[src/rtl/tag_phase_sweep_gen_if.sv]
// Stream bus carrying the per-lane phase words from the sweep generator to a
// downstream dds_freq_tune.
//   m_tdata  : NCHAN lanes of PHASE_WIDTH bits; lane k = bits [k*PHASE_WIDTH +: PHASE_WIDTH]
//   m_tvalid : beat valid (source)
//   m_tready : downstream ready (sink)
//   m_tlast  : last sample of a symbol
//   m_eos    : last sample of a sweep (implies m_tlast)
interface tag_phase_sweep_gen_if #(
  parameter int PHASE_WIDTH = 24,
  parameter int NCHAN       = 2
);
  logic [NCHAN*PHASE_WIDTH-1:0] m_tdata;
  logic                         m_tvalid;
  logic                         m_tready;
  logic                         m_tlast;
  logic                         m_eos;

  modport master (
    output m_tdata,
    output m_tvalid,
    output m_tlast,
    output m_eos,
    input  m_tready
  );

  modport slave (
    input  m_tdata,
    input  m_tvalid,
    input  m_tlast,
    input  m_eos,
    output m_tready
  );
endinterface

[src/rtl/tag_phase_sweep_gen.sv]
// Multi-channel phase-sweep generator feeding the phase port of dds_freq_tune.
// Each symbol is a linear phase ramp of nsig samples; the ramp increment moves
// by dph_inc per symbol and the symbol start phase drops by nph_shift. A sweep
// is nsymb symbols and a sync is nloc sweeps. Beats advance only on handshake.
// Ports:
//   clk, reset        clock, synchronous active-high reset (state + config defaults)
//   srst              soft restart: back to IDLE, counters cleared, config kept
//   cfg_load, cfg_*   configuration, latched only while IDLE
//   enable            level run request
//   m                 stream master (phase lanes, valid/ready, tlast, eos)
//   sync_ready        sticky: nloc sweeps completed
//   done              one-shot run complete
//   symb_count        current symbol (1-based)
//   loc_count         completed sweeps (saturating at nloc)
module tag_phase_sweep_gen #(
  parameter int PHASE_WIDTH = 24,
  parameter int NSIG_WIDTH  = 24,
  parameter int NSYMB_WIDTH = 16,
  parameter int NLOC_WIDTH  = 8,
  parameter int NCHAN       = 2
) (
  input  logic                         clk,
  input  logic                         reset,
  input  logic                         srst,
  input  logic                         cfg_load,
  input  logic [NSIG_WIDTH-1:0]        cfg_nsig,
  input  logic [NSYMB_WIDTH-1:0]       cfg_nsymb,
  input  logic [NLOC_WIDTH-1:0]        cfg_nloc,
  input  logic [PHASE_WIDTH-1:0]       cfg_start_ph,
  input  logic [PHASE_WIDTH-1:0]       cfg_start_inc,
  input  logic signed [PHASE_WIDTH-1:0] cfg_dph_inc,
  input  logic [PHASE_WIDTH-1:0]       cfg_nph_shift,
  input  logic [NCHAN*PHASE_WIDTH-1:0] cfg_chan_offset,
  input  logic                         cfg_oneshot,
  input  logic                         enable,
  tag_phase_sweep_gen_if.master        m,
  output logic                         sync_ready,
  output logic                         done,
  output logic [NSYMB_WIDTH-1:0]       symb_count,
  output logic [NLOC_WIDTH-1:0]        loc_count
);

  localparam logic [NSIG_WIDTH-1:0]         DEF_NSIG      = NSIG_WIDTH'(262144);
  localparam logic [NSYMB_WIDTH-1:0]        DEF_NSYMB     = NSYMB_WIDTH'(64);
  localparam logic [NLOC_WIDTH-1:0]         DEF_NLOC      = NLOC_WIDTH'(7);
  localparam logic [PHASE_WIDTH-1:0]        DEF_START_INC = PHASE_WIDTH'(4194304);
  localparam logic signed [PHASE_WIDTH-1:0] DEF_DPH_INC   = PHASE_WIDTH'(-32'sd131072);

  typedef enum logic [1:0] {S_IDLE, S_RUN, S_DONE} state_t;

  // Saturating sweep counter increment; stops at the configured limit.
  function automatic logic [NLOC_WIDTH-1:0] sat_inc_loc(
    input logic [NLOC_WIDTH-1:0] v,
    input logic [NLOC_WIDTH-1:0] lim
  );
    return (v >= lim) ? v : v + NLOC_WIDTH'(1);
  endfunction

  state_t                         state_q, state_d;
  logic [NSIG_WIDTH-1:0]          nsig_q, nsig_d;
  logic [NSYMB_WIDTH-1:0]         nsymb_q, nsymb_d;
  logic [NLOC_WIDTH-1:0]          nloc_q, nloc_d;
  logic [PHASE_WIDTH-1:0]         start_ph_q, start_ph_d;
  logic [PHASE_WIDTH-1:0]         start_inc_q, start_inc_d;
  logic signed [PHASE_WIDTH-1:0]  dph_inc_q, dph_inc_d;
  logic [PHASE_WIDTH-1:0]         nph_shift_q, nph_shift_d;
  logic [NCHAN*PHASE_WIDTH-1:0]   chan_off_q, chan_off_d;
  logic                           oneshot_q, oneshot_d;

  logic [NSIG_WIDTH-1:0]          n_q, n_d;
  logic [NSYMB_WIDTH-1:0]         symb_q, symb_d;
  logic [NLOC_WIDTH-1:0]          loc_q, loc_d;
  logic [PHASE_WIDTH-1:0]         phase_q, phase_d;
  logic [PHASE_WIDTH-1:0]         inc_q, inc_d;
  logic [PHASE_WIDTH-1:0]         sph_q, sph_d;
  logic                           sync_q, sync_d;

  logic [NSIG_WIDTH-1:0]          nsig_eff;
  logic [NSYMB_WIDTH-1:0]         nsymb_eff;
  logic [NLOC_WIDTH-1:0]          nloc_eff;
  logic                           running;
  logic                           last_sample;
  logic                           last_symb;
  logic                           hs;

  // Zero-length counts behave as one.
  assign nsig_eff  = (nsig_q  == '0) ? NSIG_WIDTH'(1)  : nsig_q;
  assign nsymb_eff = (nsymb_q == '0) ? NSYMB_WIDTH'(1) : nsymb_q;
  assign nloc_eff  = (nloc_q  == '0) ? NLOC_WIDTH'(1)  : nloc_q;

  assign running = (state_q == S_RUN);
  // >= rather than == so a shorter config loaded while paused mid-symbol
  // still terminates the symbol instead of running to counter wrap.
  assign last_sample = (n_q >= nsig_eff);
  assign last_symb   = (symb_q >= nsymb_eff);
  assign hs          = running && m.m_tready;

  assign m.m_tvalid = running;
  assign m.m_tlast  = running && last_sample;
  assign m.m_eos    = running && last_sample && last_symb;
  assign sync_ready = sync_q;
  assign done       = (state_q == S_DONE);
  assign symb_count = symb_q;
  assign loc_count  = loc_q;

  always_comb begin
    m.m_tdata = '0;
    for (int k = 0; k < NCHAN; k++) begin
      m.m_tdata[k*PHASE_WIDTH +: PHASE_WIDTH] = phase_q + chan_off_q[k*PHASE_WIDTH +: PHASE_WIDTH];
    end
  end

  always_comb begin
    state_d     = state_q;
    nsig_d      = nsig_q;
    nsymb_d     = nsymb_q;
    nloc_d      = nloc_q;
    start_ph_d  = start_ph_q;
    start_inc_d = start_inc_q;
    dph_inc_d   = dph_inc_q;
    nph_shift_d = nph_shift_q;
    chan_off_d  = chan_off_q;
    oneshot_d   = oneshot_q;
    n_d         = n_q;
    symb_d      = symb_q;
    loc_d       = loc_q;
    phase_d     = phase_q;
    inc_d       = inc_q;
    sph_d       = sph_q;
    sync_d      = sync_q;

    if (srst) begin
      state_d = S_IDLE;
      n_d     = NSIG_WIDTH'(1);
      symb_d  = NSYMB_WIDTH'(1);
      loc_d   = '0;
      phase_d = start_ph_q;
      inc_d   = start_inc_q;
      sph_d   = start_ph_q;
      sync_d  = 1'b0;
    end else begin
      case (state_q)
        S_IDLE: begin
          if (cfg_load) begin
            nsig_d      = cfg_nsig;
            nsymb_d     = cfg_nsymb;
            nloc_d      = cfg_nloc;
            start_ph_d  = cfg_start_ph;
            start_inc_d = cfg_start_inc;
            dph_inc_d   = cfg_dph_inc;
            nph_shift_d = cfg_nph_shift;
            chan_off_d  = cfg_chan_offset;
            oneshot_d   = cfg_oneshot;
            phase_d     = cfg_start_ph;
            inc_d       = cfg_start_inc;
            sph_d       = cfg_start_ph;
            sync_d      = 1'b0;
          end
          if (enable) state_d = S_RUN;
        end
        S_RUN: begin
          if (hs) begin
            if (!last_sample) begin
              phase_d = phase_q + inc_q;
              n_d     = n_q + NSIG_WIDTH'(1);
            end else begin
              n_d = NSIG_WIDTH'(1);
              if (!last_symb) begin
                phase_d = sph_q - nph_shift_q;
                sph_d   = sph_q - nph_shift_q;
                inc_d   = inc_q + $unsigned(dph_inc_q);
                symb_d  = symb_q + NSYMB_WIDTH'(1);
              end else begin
                symb_d  = NSYMB_WIDTH'(1);
                phase_d = start_ph_q;
                sph_d   = start_ph_q;
                inc_d   = start_inc_q;
                loc_d   = sat_inc_loc(loc_q, nloc_eff);
                if (loc_d == nloc_eff) begin
                  sync_d = 1'b1;
                  if (oneshot_q) state_d = S_DONE;
                end
              end
            end
            // A dropped enable only takes effect once the pending beat is accepted.
            if (state_d != S_DONE && !enable) state_d = S_IDLE;
          end
        end
        default: state_d = S_DONE;
      endcase
    end
  end

  always_ff @(posedge clk) begin
    if (reset) begin
      state_q     <= S_IDLE;
      nsig_q      <= DEF_NSIG;
      nsymb_q     <= DEF_NSYMB;
      nloc_q      <= DEF_NLOC;
      start_ph_q  <= '0;
      start_inc_q <= DEF_START_INC;
      dph_inc_q   <= DEF_DPH_INC;
      nph_shift_q <= '0;
      chan_off_q  <= '0;
      oneshot_q   <= 1'b0;
      n_q         <= NSIG_WIDTH'(1);
      symb_q      <= NSYMB_WIDTH'(1);
      loc_q       <= '0;
      phase_q     <= '0;
      inc_q       <= DEF_START_INC;
      sph_q       <= '0;
      sync_q      <= 1'b0;
    end else begin
      state_q     <= state_d;
      nsig_q      <= nsig_d;
      nsymb_q     <= nsymb_d;
      nloc_q      <= nloc_d;
      start_ph_q  <= start_ph_d;
      start_inc_q <= start_inc_d;
      dph_inc_q   <= dph_inc_d;
      nph_shift_q <= nph_shift_d;
      chan_off_q  <= chan_off_d;
      oneshot_q   <= oneshot_d;
      n_q         <= n_d;
      symb_q      <= symb_d;
      loc_q       <= loc_d;
      phase_q     <= phase_d;
      inc_q       <= inc_d;
      sph_q       <= sph_d;
      sync_q      <= sync_d;
    end
  end

endmodule

[src/flat_wrapper.sv]
// flat-port wrapper written by rule: the top's interface ports become plain ports
module tag_phase_sweep_gen_flat 
#(
  parameter int PHASE_WIDTH = 24,
  parameter int NSIG_WIDTH  = 24,
  parameter int NSYMB_WIDTH = 16,
  parameter int NLOC_WIDTH  = 8,
  parameter int NCHAN       = 2
)
  (clk, reset, srst, cfg_load, cfg_nsig, cfg_nsymb, cfg_nloc, cfg_start_ph, cfg_start_inc, cfg_dph_inc, cfg_nph_shift, cfg_chan_offset, cfg_oneshot, enable, sync_ready, done, symb_count, loc_count, m_m_tdata, m_m_tvalid, m_m_tlast, m_m_eos, m_m_tready);
  tag_phase_sweep_gen_if #(.PHASE_WIDTH(PHASE_WIDTH), .NCHAN(NCHAN)) m_i ();
  input  logic clk;
  input  logic reset;
  input  logic srst;
  input  logic cfg_load;
  input  logic [NSIG_WIDTH-1:0] cfg_nsig;
  input  logic [NSYMB_WIDTH-1:0] cfg_nsymb;
  input  logic [NLOC_WIDTH-1:0] cfg_nloc;
  input  logic [PHASE_WIDTH-1:0] cfg_start_ph;
  input  logic [PHASE_WIDTH-1:0] cfg_start_inc;
  input  logic signed [PHASE_WIDTH-1:0] cfg_dph_inc;
  input  logic [PHASE_WIDTH-1:0] cfg_nph_shift;
  input  logic [NCHAN*PHASE_WIDTH-1:0] cfg_chan_offset;
  input  logic cfg_oneshot;
  input  logic enable;
  output logic sync_ready;
  output logic done;
  output logic [NSYMB_WIDTH-1:0] symb_count;
  output logic [NLOC_WIDTH-1:0] loc_count;
  output wire logic [$bits(m_i.m_tdata)-1:0] m_m_tdata;
  output wire logic [$bits(m_i.m_tvalid)-1:0] m_m_tvalid;
  output wire logic [$bits(m_i.m_tlast)-1:0] m_m_tlast;
  output wire logic [$bits(m_i.m_eos)-1:0] m_m_eos;
  input wire logic [$bits(m_i.m_tready)-1:0] m_m_tready;
  assign m_m_tdata = m_i.m_tdata;
  assign m_m_tvalid = m_i.m_tvalid;
  assign m_m_tlast = m_i.m_tlast;
  assign m_m_eos = m_i.m_eos;
  assign m_i.m_tready = m_m_tready;
  tag_phase_sweep_gen #(.PHASE_WIDTH(PHASE_WIDTH), .NSIG_WIDTH(NSIG_WIDTH), .NSYMB_WIDTH(NSYMB_WIDTH), .NLOC_WIDTH(NLOC_WIDTH), .NCHAN(NCHAN)) u_core (.clk(clk), .reset(reset), .srst(srst), .cfg_load(cfg_load), .cfg_nsig(cfg_nsig), .cfg_nsymb(cfg_nsymb), .cfg_nloc(cfg_nloc), .cfg_start_ph(cfg_start_ph), .cfg_start_inc(cfg_start_inc), .cfg_dph_inc(cfg_dph_inc), .cfg_nph_shift(cfg_nph_shift), .cfg_chan_offset(cfg_chan_offset), .cfg_oneshot(cfg_oneshot), .enable(enable), .m(m_i), .sync_ready(sync_ready), .done(done), .symb_count(symb_count), .loc_count(loc_count));
endmodule
[config.mk]
export PLATFORM = sky130hd
export DESIGN_NAME = tag_phase_sweep_gen_flat
export DESIGN_NICKNAME = d
export VERILOG_FILES = /design/src/rtl/tag_phase_sweep_gen_if.sv /design/src/rtl/tag_phase_sweep_gen.sv /design/src/flat_wrapper.sv
export SDC_FILE = /design/constraint.sdc
export NUM_CORES = 1
export LEC_CHECK = 0
export ABC_AREA = 1
export CORE_ASPECT_RATIO = 0.9
export CORE_MARGIN = 8
export CORE_UTILIZATION = 30
export DETAILED_ROUTE_END_ITERATION = 12
export HOLD_SLACK_MARGIN = 0.08
export PLACE_DENSITY_LB_ADDON = 0.1
export REMOVE_ABC_BUFFERS = 1
export SLEW_MARGIN = 20
export SYNTH_ARGS = -nofsm -noshare
export SYNTH_HDL_FRONTEND = slang
export SYNTH_SLANG_ARGS = --single-unit
[constraint.sdc]
create_clock -name clk -period 6.7 [get_ports clk]
set_input_delay 1.34 -clock clk [delete_from_list [all_inputs] [get_ports clk]]
set_output_delay 1.34 -clock clk [all_outputs]
set_load 0.05 [all_outputs]
======== Yosys cells after proc, flatten, opt, wreduce, memory -nomap -nowiden ========
Index checks and enable logic that the tools add are counted.
cells by class
  mux-type cells .......................... 39
  $lt $le $gt $ge ......................... 3
  $mul .................................... 0
  bitwise gates (word level) .............. 1
  reductions and logical operators ........ 20
  shift operators ......................... 0
  divide/modulo/power cells ............... 0
  add/subtract/negate cells ............... 8
  eq/ne operators ......................... 13
operators with widths
  operator                                        number
  two-way mux 24 bit                              15
  one-hot mux 24 bit (2 select lines)             3
  adder 24 bit                                    4
  two-way mux 16 bit                              2
  adder 24 x 1 -> 24 bit (second input constant)  1
  >= comparator 24 bit                            1
  logical NOT 24 bit                              1
  subtractor 24 bit                               1
  two-way mux 2 bit                               10
  adder 16 x 1 -> 16 bit (second input constant)  1
  >= comparator 16 bit                            1
  logical NOT 16 bit                              1
  two-way mux 8 bit                               2
  != test 2 bit (second input constant)           7
  != test 3 bit (second input constant)           3
  AND reduction 3 bit                             3
  adder 8 x 1 -> 8 bit (second input constant)    1
  == test 8 bit                                   1
  >= comparator 8 bit                             1
  logical NOT 8 bit                               1
  AND reduction 4 bit                             2
  AND reduction 6 bit                             1
  two-way mux 1 bit                               5
  logical AND 1 bit                               4
  11 further kinds                                12
word-level totals
  ROM bits ................................ 0
  output and inout bits ................... 77
  bits in registers ....................... 316
  RAM bits ................................ 0
  latch bits .............................. 0
  word-level logic and storage cells ...... 101
  memories kept ........................... 0
  bits of input ports ..................... 199

======== Depth between registers and ports, before layout ========
  word-level depth ........................ 16
  depth in mapped cells ................... 23
  mapped depth without buffers ............ 23

======== Least setup slack after synthesis ========
OpenSTA, ideal clock, no wires.
  kind .................................... register -> output
  from .................................... reg u_core.phase_q[0]
  to ...................................... out m_m_tdata[16]
  cell stages (with the launch flop) ...... 12
  setup slack ............................. 2448 ps
  buffers on the path ..................... 0
  data required time ...................... 5360 ps
  arrival ................................. 2912 ps
  path through ............................ dfxtp_1 -> ha_1 -> inv_1 -> fa_1 -> nand3b_1 -> nand2_1 -> a21boi_0 -> o21ai_0 -> a21oi_1 -> o21ai_0 -> a21oi_1 -> xnor2_1
between the ends
  word-level cells in the longest chain between the ends .. 1
ends and longest elaborated chain
  item                    RTL line                    source
  from (decl)             tag_phase_sweep_gen.sv:73   logic [PHASE_WIDTH-1:0] phase_q, phase_d;
  from (signal assigned)  tag_phase_sweep_gen.sv:227  phase_q <= phase_d;
  adder 24 bit            tag_phase_sweep_gen.sv:109  m.m_tdata[k*PHASE_WIDTH +: PHASE_WIDTH] = phase_q + chan_off_q[k*PHASE_WIDTH +: PHASE_WIDTH];
  to (decl)               flat_wrapper.sv:30          output wire logic [$bits(m_i.m_tdata)-1:0] m_m_tdata;
Every way passes these cells.

======== Worst setup path in the final report ========
  from .................................... reg u_core.phase_q[0]
  to ...................................... out m_m_tdata[36]
Same word-level chain as after synthesis.

==> results.md <==
| Item | Reported | Unit |
|:---|:---|:---|
| Status | completed | - |
| Number of nets with antenna violations after routing | 0 | - |
| Final Hold Vio Count | 0 | - |
| Count of input and output buffers | 275 | - |
| Floorplan die area | 78800 | µm² |
| Worst setup startpoint | u_core.phase_q[0] | - |
| Relative max-transition margin | 0.383 | - |
| Type of destination of the critical path | output pin | - |
| Total of flip-flops plus latches after synthesis | 316 | - |
| Peak supply drop | 0.144 | mV |
| Placement Rows | 92 | - |
| Minimum period implied by the final worst setup slack | 5570 | ps |
| Total wirelength of the detailed-routed design | 80600 | µm |
| Wire length of the first global-routing pass | 124000 | µm |
| Netlist area before placement | 21000 | µm² |
| Layout area overhead | 23.8 | % |
| Proportion of register bits with asynchronous set or reset after synthesis | 0 | - |
| Final number of max-transition violations | 0 | - |
| FILL cells | 7513 | - |
| CTS tree | done | - |
| Final routed wire length divided by cell count | 18.5 | µm |
| Power consumption | 6.08 | mW |
| Crit start category | register | - |
| Min-Delay Path Class | reg2reg | - |
| Residual DRC | 0 | - |
| Final clock skew | 22.3 | ps |
| Yosys warns | 0 | - |
| Portion of the post-synthesis area used by sequential elements | 0.301 | - |
| NumNets Final | 3763 | - |
| Hold path start | u_core.nph_shift_q[20] | - |
| Share of final-layout standard cells stronger than drive strength 1 | 0.0385 | - |
| CTS max path bufs | 3 | - |
| Crit share post-route | 0.831 | - |
| Data required time of the critical path | 5360 | ps |
| Hold slack final | 465 | ps |
| Clock buffer count from CTS | 43 | - |
| Die H | 267 | µm |
| Standby leakage power | 11.5 | nW |
| Vias in the first global route | 21200 | - |
| Slew @ Worst Pin | 925 | ps |
| Clock-pin slew reported for the worst setup and hold paths after clock tree synthesis | 50 | ps |
| Max-capacitance violation count | 0 | - |
| Peak clock frequency supported by timing | 180 | MHz |
| Critical path fanouts, max | 5 | - |
| Number of flops mapped to enable cells by yosys | 0 | - |
| Number of hold buffers added after CTS | 0 | - |
| Largest net degree at the start of global routing | 168 | - |
| Count of buffers added by post-CTS timing repair for setup | 0 | - |
| Number of instances resized during post-cts repair | 0 | - |
| Clk root buf | clkbuf_16 | - |
| Die X | 295 | µm |
| Vias per cell | 4.92 | - |
| Antenna violations before repair | 2 | - |
| Via Count | 21500 | - |
| Aggregate global routing overflow | 0 | - |
| Worst EP arrival | 4230 | ps |
| Top-Level Pins | 276 | - |
| WS Path Type | reg2out | - |
| Netlist cell types | 50 | - |
| Number of instances in the synthesized netlist | 3183 | - |
| Starting density of the core | 0.301 | - |
| Setup repair after global routing missed its margin | no | - |
| Final GP Congestion | 0.930 | - |
| Commonest cells after routing, fill and taps aside | nand2_1 (684), a21oi_1 (413), nor2_1 (357) | - |
| Total of endpoints with negative setup slack in the final report | 0 | - |
| Area inside the core boundary | 69800 | µm² |
| Reg-to-reg startpoint | u_core.nsig_q[20] | - |
| Number of H-tree levels | 2 | - |
| Initial DRC count | 1446 | - |
| Latest clock arrival within the worst-skew pair | 570 | ps |
| Number of clock sinks | 316 | - |
| Most common cell after layout, fill and taps aside | nand2_1 | - |
| Per-instance average area after synthesis | 6.61 | µm² |
| Power per unit of standard cell area | 233 | nW/µm² |
| Number of iterations in the first detailed-routing pass | 5 | - |
| Total Routing Usage GR | 0.199 | - |
| Synth Flop Type | dfxtp_1 | - |
| Placed wire-length estimate | 60300 | µm |
final timing paths:
check | end | slack [ps] | cells past startpoint
worst max-delay path | m_m_tdata[36] | 1130 | 12
worst min-delay path | u_core.nph_shift_q[20] | 460 | 2
worst max register to register | u_core.symb_count[14] | 2960 | 17
worst min register to register | u_core.nph_shift_q[20] | 460 | 2
metrics by stage:
| step | setup slack, ps | cells | cell area (µm²) | util | setup TNS [ps] |
|---|---|---|---|---|---|
| final | 1130 | 4366 | 26000 | 0.373 | 0 |
| after global routing | 817 | 4366 | 26000 | 0.373 | 0 |
| after CTS | 1050 | 4365 | 26000 | 0.373 | 0 |
| after detailed placement | 1680 | 4288 | 24600 | 0.353 | 0 |
| after global placement | 1690 | 4288 | 24600 | 0.353 | 0 |
| after floorplan | -2040 | 3051 | 20500 | - | -325210 |
logic make-up after synthesis:
logic type      after synthesis  share of synthesized area
buf+inv                     443                     0.0805
xor+xnor                    115                     0.0479
simple gates               1313                      0.261
flops                       316                      0.301
fa+ha+maj                   171                      0.104
compound gates              825                      0.206
where the power goes:
part           switching [mW]  internal (mW)
Combinational            1.07          0.599
Sequential              0.111           2.00
Clock                   0.924           1.37
Total                    2.11           3.97
state kept, by name (all words and copies together) (netlist names), 16 cells and up:
name,flops
u_core.inc_q,24
u_core.nsig_q,24
u_core.dph_inc_q,24
u_core.symb_count,16
u_core.start_inc_q,24
u_core.start_ph_q,24
u_core.phase_q,24
u_core.nph_shift_q,24
u_core.n_q,24
u_core.nsymb_q,16
u_core.sph_q,24
u_core.chan_off_q,48
cell usage after synthesis (3+ instances only):
master,instances,area (µm²)
nand2_1,685,2570
o21ai_0,326,1630
nor2_2,5,31.3
buf_1,9,33.8
nor4_1,20,125
buf_4,3,22.5
nor3b_1,5,37.5
nor3_2,4,40.0
nand3_2,3,30.0
nor2_1,357,1340
nand4_1,29,181
dfxtp_1,316,6330
o211ai_1,20,150
nand3_1,150,751
a21o_1,11,82.6
a211oi_1,4,30.0
clkbuf_1,105,394
buf_2,15,75.1
inv_1,300,1130
nor3_1,31,155
xor2_1,72,631
a21oi_1,413,2070
fa_1,5,100
or2_2,4,25.0
o21bai_1,12,90.1
a31oi_1,7,43.8
inv_2,9,33.8
o21ai_1,6,30.0
nand3b_1,8,60.1
o21a_1,14,105
a21boi_0,4,30.0
xnor2_1,43,377
ha_1,166,2080
metal layers:
metal	track usage	up-vias	wire length, µm
li1	-	11000	-
met1	0.274	9916	38600
met2	0.321	461	36100
met3	0.0299	92	3710
met4	0.0567	0	2160
met5	0	-	0
critical path, cell delays in order, from the launching register on:
cell,delay [ps]
dfxtp_1,400
ha_1,300
inv_1,90
fa_1,460
o21ai_0,360
nand3_1,120
nand3_1,240
nand3_1,110
nand2_1,110
a31oi_1,130
o21ai_0,220
xor2_1,250
clkdlybuf4s50_1,860
layout make-up:
type | instances | area, µm² | share of cell area
flip-flops and latches | 316 | 6330 | 0.243
clock buffers | 62 | 1250 | 0.0479
multi-input cells | 2424 | 13000 | 0.500
inverters | 311 | 1180 | 0.0453
repair buffers | 297 | 2940 | 0.113
diodes | 1 | 2.50 | 0.0000961
clock inverters | 15 | 140 | 0.00538
well taps | 940 | 1180 | 0.0452
(Power assumes the default switching activity.)
